File: config.mk
export PLATFORM = sky130hd
export DESIGN_NAME = pipe_adder
export DESIGN_NICKNAME = d
export VERILOG_FILES = /design/src/rtl/adder_pkg.sv /design/src/rtl/rca_seg.sv /design/src/rtl/pipe_adder.sv
export SDC_FILE = /design/constraint.sdc
export NUM_CORES = 1
export LEC_CHECK = 0
export BUFFER_PORTS_ARGS = -buffer_cell sky130_fd_sc_hd__buf_2
export CORE_UTILIZATION = 35
export DETAILED_ROUTE_END_ITERATION = 16
export PLACE_DENSITY = 0.6
export SYNTH_ARGS = -nofsm -noshare
export SYNTH_HDL_FRONTEND = slang
export SYNTH_SLANG_ARGS = --single-unit
File: constraint.sdc
create_clock -name clk -period 4.75 [get_ports clk]
set_input_delay 0.2375 -clock clk [delete_from_list [all_inputs] [get_ports clk]]
set_output_delay 0.2375 -clock clk [all_outputs]
set_load 0.01 [all_outputs]
File: src/rtl/adder_pkg.sv
// adder_pkg: shared definitions for the pipelined adder/subtractor.
//   seg_width()   - carry-segment width for a WIDTH/STAGES split
//   smax()/smin() - signed max/min patterns for a given width (LSB-aligned
//                   in a MAX_W-bit word; callers size-cast to their width)
//   mode_e        - encoding of the add/sub select input
package adder_pkg;

    // Widest operand the saturation helpers can describe.
    localparam int MAX_W = 1024;

    typedef enum logic {
        MODE_ADD = 1'b0,
        MODE_SUB = 1'b1
    } mode_e;

    function automatic int seg_width(input int width, input int stages);
        return width / stages;
    endfunction

    // 0x7FF..F for a w-bit signed value.
    function automatic logic [MAX_W-1:0] smax(input int w);
        return {MAX_W{1'b1}} >> (MAX_W - w + 1);
    endfunction

    // 0x800..0 for a w-bit signed value.
    function automatic logic [MAX_W-1:0] smin(input int w);
        return {{(MAX_W-1){1'b0}}, 1'b1} << (w - 1);
    endfunction

endpackage

File: src/rtl/rca_seg.sv
// rca_seg: combinational W-bit ripple-carry adder segment.
// Ports:
//   a, b : W-bit addends
//   ci   : carry in
//   s    : W-bit sum
//   co   : carry out of the segment MSB
// Each loop iteration is one full-adder bit cell; the carry is walked
// through a local variable so the chain stays a single combinational block.
module rca_seg #(
    parameter int W = 8
) (
    input  logic [W-1:0] a,
    input  logic [W-1:0] b,
    input  logic         ci,
    output logic [W-1:0] s,
    output logic         co
);

    always_comb begin
        logic c;
        s = '0;
        c = ci;
        for (int i = 0; i < W; i++) begin
            s[i] = a[i] ^ b[i] ^ c;
            c    = (a[i] & b[i]) | (c & (a[i] ^ b[i]));
        end
        co = c;
    end

endmodule

File: src/rtl/pipe_adder.sv
// pipe_adder: pipelined two's-complement adder/subtractor.
// A WIDTH-bit add is cut into STAGES carry segments of SEG = WIDTH/STAGES
// bits; stage k adds segment k and registers its carry for stage k+1.
// Ports:
//   clk, rst_n           : clock (rising edge), async active-low reset
//   in_valid / in_ready  : operand handshake (a, b, cin, sub)
//   sub                  : 0 -> a+b+cin, 1 -> a-b-cin (cin acts as borrow)
//   out_valid / out_ready: result handshake (sum, cout, ovf)
//   cout                 : raw MSB carry; for subtract, borrow = !cout
//   ovf                  : signed overflow of the (unsaturated) result
// Optional feature: define PIPE_ADDER_SAT_EN to clamp sum to signed max/min
// on overflow (ovf/cout still report the unsaturated condition).
module pipe_adder
    import adder_pkg::*;
#(
    parameter int WIDTH  = 32,
    parameter int STAGES = 4
) (
    input  logic             clk,
    input  logic             rst_n,
    input  logic             in_valid,
    output logic             in_ready,
    input  logic [WIDTH-1:0] a,
    input  logic [WIDTH-1:0] b,
    input  logic             cin,
    input  logic             sub,
    output logic             out_valid,
    input  logic             out_ready,
    output logic [WIDTH-1:0] sum,
    output logic             cout,
    output logic             ovf
);

    localparam int SEG  = seg_width(WIDTH, STAGES);
    localparam int LAST = STAGES - 1;

    if (STAGES < 1 || STAGES > WIDTH || (WIDTH % STAGES) != 0) begin : g_bad_cfg
        $error("pipe_adder: WIDTH must be a positive multiple of STAGES");
    end

    logic             en;
    logic [STAGES:1]  vld_pipe;
    logic [WIDTH-1:0] b_eff;
    logic             c_eff;

    // Per-stage registers. a_q/b_q are the skewed operand copies that carry
    // the not-yet-added upper segments forward; s_q accumulates finished
    // lower segments. s_q[LAST] is the output sum register.
    logic [WIDTH-1:0] a_q [STAGES];
    logic [WIDTH-1:0] b_q [STAGES];
    logic [WIDTH-1:0] s_q [STAGES];
    logic             c_q [STAGES];
    logic             ovf_q;

    // Stage inputs and next-state values.
    logic [WIDTH-1:0] a_in  [STAGES];
    logic [WIDTH-1:0] b_in  [STAGES];
    logic [WIDTH-1:0] s_in  [STAGES];
    logic             c_in  [STAGES];
    logic [WIDTH-1:0] s_nxt [STAGES];
    logic [SEG-1:0]   s_seg [STAGES];
    logic             c_seg [STAGES];
    logic [WIDTH-1:0] fin_sum;
    logic             ovf_nxt;

    // One enable for the whole pipe: a stalled output freezes every stage,
    // bubbles included.
    assign en        = !out_valid || out_ready;
    assign in_ready  = en;
    assign out_valid = vld_pipe[STAGES];
    assign sum       = s_q[LAST];
    assign cout      = c_q[LAST];
    assign ovf       = ovf_q;

    // Subtract as a + ~b + ~cin: the inverted borrow becomes the carry-in.
    assign b_eff = (sub == MODE_SUB) ? ~b : b;
    assign c_eff = (sub == MODE_SUB) ? ~cin : cin;

    // Stage 0 takes the prepared operands; later stages take the previous
    // stage's registers.
    always_comb begin
        for (int k = 0; k < STAGES; k++) begin
            a_in[k] = '0;
            b_in[k] = '0;
            s_in[k] = '0;
            c_in[k] = 1'b0;
        end
        a_in[0] = a;
        b_in[0] = b_eff;
        c_in[0] = c_eff;
        for (int k = 1; k < STAGES; k++) begin
            a_in[k] = a_q[k-1];
            b_in[k] = b_q[k-1];
            s_in[k] = s_q[k-1];
            c_in[k] = c_q[k-1];
        end
    end

    for (genvar k = 0; k < STAGES; k++) begin : g_seg
        rca_seg #(.W(SEG)) u_rca (
            .a  (a_in[k][k*SEG +: SEG]),
            .b  (b_in[k][k*SEG +: SEG]),
            .ci (c_in[k]),
            .s  (s_seg[k]),
            .co (c_seg[k])
        );
    end

    // Drop each stage's segment result into its slot of the partial sum.
    always_comb begin
        for (int k = 0; k < STAGES; k++) begin
            s_nxt[k]               = s_in[k];
            s_nxt[k][k*SEG +: SEG] = s_seg[k];
        end
    end

    // Overflow uses the operand MSBs from the skewed copies that reach the
    // final stage alongside the top segment.
    always_comb begin
        ovf_nxt = (a_in[LAST][WIDTH-1] == b_in[LAST][WIDTH-1]) &&
                  (s_nxt[LAST][WIDTH-1] != a_in[LAST][WIDTH-1]);
        fin_sum = s_nxt[LAST];
`ifdef PIPE_ADDER_SAT_EN
        // Both operands share a sign on overflow, so a's MSB picks the rail.
        if (ovf_nxt) begin
            fin_sum = a_in[LAST][WIDTH-1] ? WIDTH'(smin(WIDTH)) : WIDTH'(smax(WIDTH));
        end
`endif
    end

    always_ff @(posedge clk or negedge rst_n) begin
        if (!rst_n) begin
            vld_pipe <= '0;
            ovf_q    <= 1'b0;
            for (int k = 0; k < STAGES; k++) begin
                a_q[k] <= '0;
                b_q[k] <= '0;
                s_q[k] <= '0;
                c_q[k] <= 1'b0;
            end
        end else if (en) begin
            vld_pipe[1] <= in_valid;
            for (int k = 2; k <= STAGES; k++) begin
                vld_pipe[k] <= vld_pipe[k-1];
            end
            for (int k = 0; k < STAGES; k++) begin
                a_q[k] <= a_in[k];
                b_q[k] <= b_in[k];
                s_q[k] <= (k == LAST) ? fin_sum : s_nxt[k];
                c_q[k] <= c_seg[k];
            end
            ovf_q <= ovf_nxt;
        end
    end

endmodule

==> results.txt <==
----------------------------------------------------
[Critical path]
  Worst setup path category ... reg2reg
  Worst-path fanout max ... 2
  Required time worst endpoint ... 5.07 ns
  Endpoint arrival time on the critical path ... 4.37 ns
  Critical path launch point type ... flop
  Crit end category ... flop

[Power and ir drop]
  Switching power share of the total ... a little under a third
  Flop pwr share ... 45.3%
  Static leakage ... 0.00412 µW
  VDD IR max ... 0.337 mV
  Part of the total power dissipated in the clock network ... 23.3%
  Part of the total power dissipated in combinational logic ... 31.4%
  Internal power consumption ... approximately 4000 µW
  P per Cell Area ... 636 nW/µm²
  NetSw ... 1850 µW

[Logic synthesis]
  Share of synthesized area occupied by flip-flops and latches ... 57.7%
  Top-area cell type share of the netlist area ... 57.7%
  Gate count of the mapped netlist ... 512
  Dominant cells by area after synthesis ... sky130_fd_sc_hd__dfrtp_1, sky130_fd_sc_hd__mux2_1, sky130_fd_sc_hd__fa_1
  Synthesis warning total ... 0
  Library cell occupying the most area in the post-synthesis netlist ... sky130_fd_sc_hd__dfrtp_1
  Net count after synthesis ... 615
  Total of flip-flops plus latches after synthesis ... about 190
  Average cell area after synthesis ... 15.7 µm²
  Number of different library cells in the post-synthesis netlist ... 20
  Synthesized cell area ... about 8000 µm²

[Route]
  Routed wire length ... 14200 µm
  Total via count after detailed routing ... 4199
  DRC violation count after routing ... 0
  Post-DRT Antenna Nets ... 0
  First DRT Iteration DRCs ... 142
  Per-cell routed wire length ... 15.5 µm
  First-pass detailed-route iteration total ... 4
  Vias per std cell ... 4.59

[Clock tree]
  Total setup buffers inserted after CTS ... 0
  Number of hold-repair buffers added at the cts stage ... 2
  Clock latency at the later pin of the worst-skew pair ... 0.43 ns
  TritonCTS buffer count ... 17
  TritonCTS clock tree ... built
  Worst-path clk slew ... 0.08 ns
  Number of clock sinks ... ~190
  CTS resizes ... 0
  Library cell used as clock root buffer ... sky130_fd_sc_hd__clkbuf_16
  Maximum clock insertion buffer count ... 2
  Deepest level of the CTS H-tree ... 4

[STA]
  Clock Skew ... 0.0137 ns
  Tightest slew margin relative to the limit ... 36.2%
  Setup repair after global routing missed its margin ... no
  Share of the cycle needed by the critical path after routing ... 85.2%
  # setup viols final ... 0
  Sum of negative setup slack ... 0 ns
  Maximum clock frequency ... 0.247 GHz
  Clock period minus worst slack ... 4.05 ns
  Final Max Slew Viols ... 0
  Transition at the pin with the smallest max-transition slack ... 0.958 ns
  Final-report hold violation count ... 0

[Run status]
  Run status ... finished clean

[Layout]
  Area of the multi-input gates ... 3060 µm²
  Final #Nets ... 721
  Area overhead of the layout relative to synthesis ... 16.5%
  Count of antenna diodes in the layout ... 0
  Share of post-route cells with drive strength above 1 ... 31.5%
  Final design utilization ... 41.4%
  Register area ... 4630 µm²
  Total of fill cells in the finished design ... between 2000 and 2500

[Die]
  Starting density of the core ... 35.5%
  Die span in x ... 153 µm
  Core Footprint ... 22600 µm²
  Number of I/O pins ... about 110
  Total number of placement rows ... 55
  Height of the chip ... about 150 µm
  Total Die Area ... 23500 µm²

[Global routing]
  Remaining global-route overflow ... 0
  Global-route wire length before repair ... between 20000 and 25000 µm
  Number of antenna violations at the first check in global routing ... 0
  Pin count of the biggest net entering global routing ... 106
  Global router's overall resource usage ... 13.3%
  Vias in the first global route ... 4862

[Run]
  Max-Cap Viols ... 0

[Placed design]
  Detailed Place HPWL ... 9410 µm
  Number of port buffers ... about 110
  Last weighted congestion value of the routability-driven placer ... 0.720

[Min path]
  Hold Path Class ... in2reg

----------------------------------------------------
metal layers:
metal / vias up / GRT usage, % / routed length [µm]
li1: 1924 / - / -
met1: 2186 / 16.9 / 6450
met2: 76 / 22.2 / 7010
met3: 13 / 3.43 / 532
met4: 0 / 4.43 / 165
met5: - / 0 / 0
registers in the layout (all words and copies together), names as in the netlist:
signal and count:
a_in 48, s_in 24, vld_pipe 4, sum 32
c_in 3, ovf 1, cout 1, fin_sum 24
b_in 48
logic make-up (layout without fill, tap and decap cells):
| family | Yosys count | count (layout) | synth area share [%] |
|---|---|---|---|
| AOI/OAI and AO/OA | 16 | 16 | 1.03 |
| DFF | 185 | 185 | 57.7 |
| adders and majority gates | 33 | 33 | 8.15 |
| buffers and inverters | 58 | 175 | 4.06 |
| xor gates and xnor gates | 34 | 34 | 3.71 |
| and+or+nand+nor | 18 | 18 | 1.75 |
| muxes | 168 | 168 | 23.6 |
path summary, 6_finish.rpt:
path	from	endpoint	slack, ns	depth (start not counted)
max in group asynchronous	rst_n	a_in[49]$_DFFE_PN0P_	3.18	3
hold / removal	a[18]	a_in[82]$_DFFE_PN0P_	0.02	2
setup reg to reg	a_in[24]$_DFFE_PN0P_	ovf$_DFFE_PN0P_	0.70	13
hold reg to reg	vld_pipe[3]$_DFFE_PN0P_	vld_pipe[4]$_DFFE_PN0P_	0.46	1
min in group asynchronous	rst_n	a_in[94]$_DFFE_PN0P_	0.46	2
setup / recovery	a_in[24]$_DFFE_PN0P_	ovf$_DFFE_PN0P_	0.70	13
synth_stat cells:
master	number
sky130_fd_sc_hd__a21oi_1	15
sky130_fd_sc_hd__buf_2	11
sky130_fd_sc_hd__buf_4	1
sky130_fd_sc_hd__buf_6	12
sky130_fd_sc_hd__clkbuf_1	3
sky130_fd_sc_hd__dfrtp_1	185
sky130_fd_sc_hd__fa_1	32
sky130_fd_sc_hd__ha_1	1
sky130_fd_sc_hd__inv_1	30
sky130_fd_sc_hd__inv_2	1
sky130_fd_sc_hd__mux2_1	110
sky130_fd_sc_hd__mux2_2	56
sky130_fd_sc_hd__mux2i_1	2
sky130_fd_sc_hd__nand2b_1	1
sky130_fd_sc_hd__nand3b_1	1
sky130_fd_sc_hd__nor2b_4	1
sky130_fd_sc_hd__nor3b_1	15
sky130_fd_sc_hd__o31ai_1	1
sky130_fd_sc_hd__xnor2_1	9
sky130_fd_sc_hd__xor2_1	25
final cells by class:
cell class              instances  share of cell area [%]
multi-input cells             269                    32.8
inverters                      31                    1.30
well taps                     285                    3.82
clock inverters                10                    1.27
clock buffers                  20                    4.78
repair buffers                114                    6.50
flip-flops and latches        185                    49.6
power by group through the flow:
stage	clock, µW	sequential, µW	combinational [µW]
after floorplan	0	2670	1330
after global placement	0	2700	1830
after detailed placement	0	2740	1900
after CTS	1430	2710	1920
after global routing	1490	2800	2130
final	1380	2690	1870
critical path, stage by stage (launching register included):
cell                      delay [ns]
sky130_fd_sc_hd__dfrtp_1        0.40
sky130_fd_sc_hd__fa_1           0.45
sky130_fd_sc_hd__fa_1           0.39
sky130_fd_sc_hd__fa_1           0.40
sky130_fd_sc_hd__fa_1           0.40
sky130_fd_sc_hd__fa_1           0.37
sky130_fd_sc_hd__inv_1          0.08
sky130_fd_sc_hd__fa_1           0.18
sky130_fd_sc_hd__inv_1          0.06
sky130_fd_sc_hd__fa_1           0.35
sky130_fd_sc_hd__inv_1          0.08
sky130_fd_sc_hd__fa_1           0.44
sky130_fd_sc_hd__xor2_1         0.16
sky130_fd_sc_hd__o31ai_1        0.21
per-stage QoR:
step	power [µW]	cells	cell area, µm²	setup WS, ns	hold WS [ns]
after floorplan	4010	512	8020	0.469	-0.0581
after global placement	4540	882	8760	0.682	0.404
after detailed placement	4630	882	8760	0.634	0.404
after CTS	6060	914	9340	0.661	0.000360
after global routing	6420	914	9340	0.421	0.00479
final	5940	914	9340	0.703	0.0210
cell usage in the layout (no fill, tap or decap), drive strengths merged, types with 2 or more instances in the layout:
| cell | instances |
|---|---|
| inv | 34 |
| dlygate4sd3 | 2 |
| fa | 32 |
| dfrtp | 185 |
| mux2i | 2 |
| clkinv | 2 |
| xor2 | 25 |
| bufinv | 2 |
| a21oi | 15 |
| nor3b | 15 |
| clkinvlp | 3 |
| mux2 | 166 |
| xnor2 | 9 |
| buf | 111 |
| clkbuf | 21 |
Note: power is estimated with default switching activity, not from simulation.
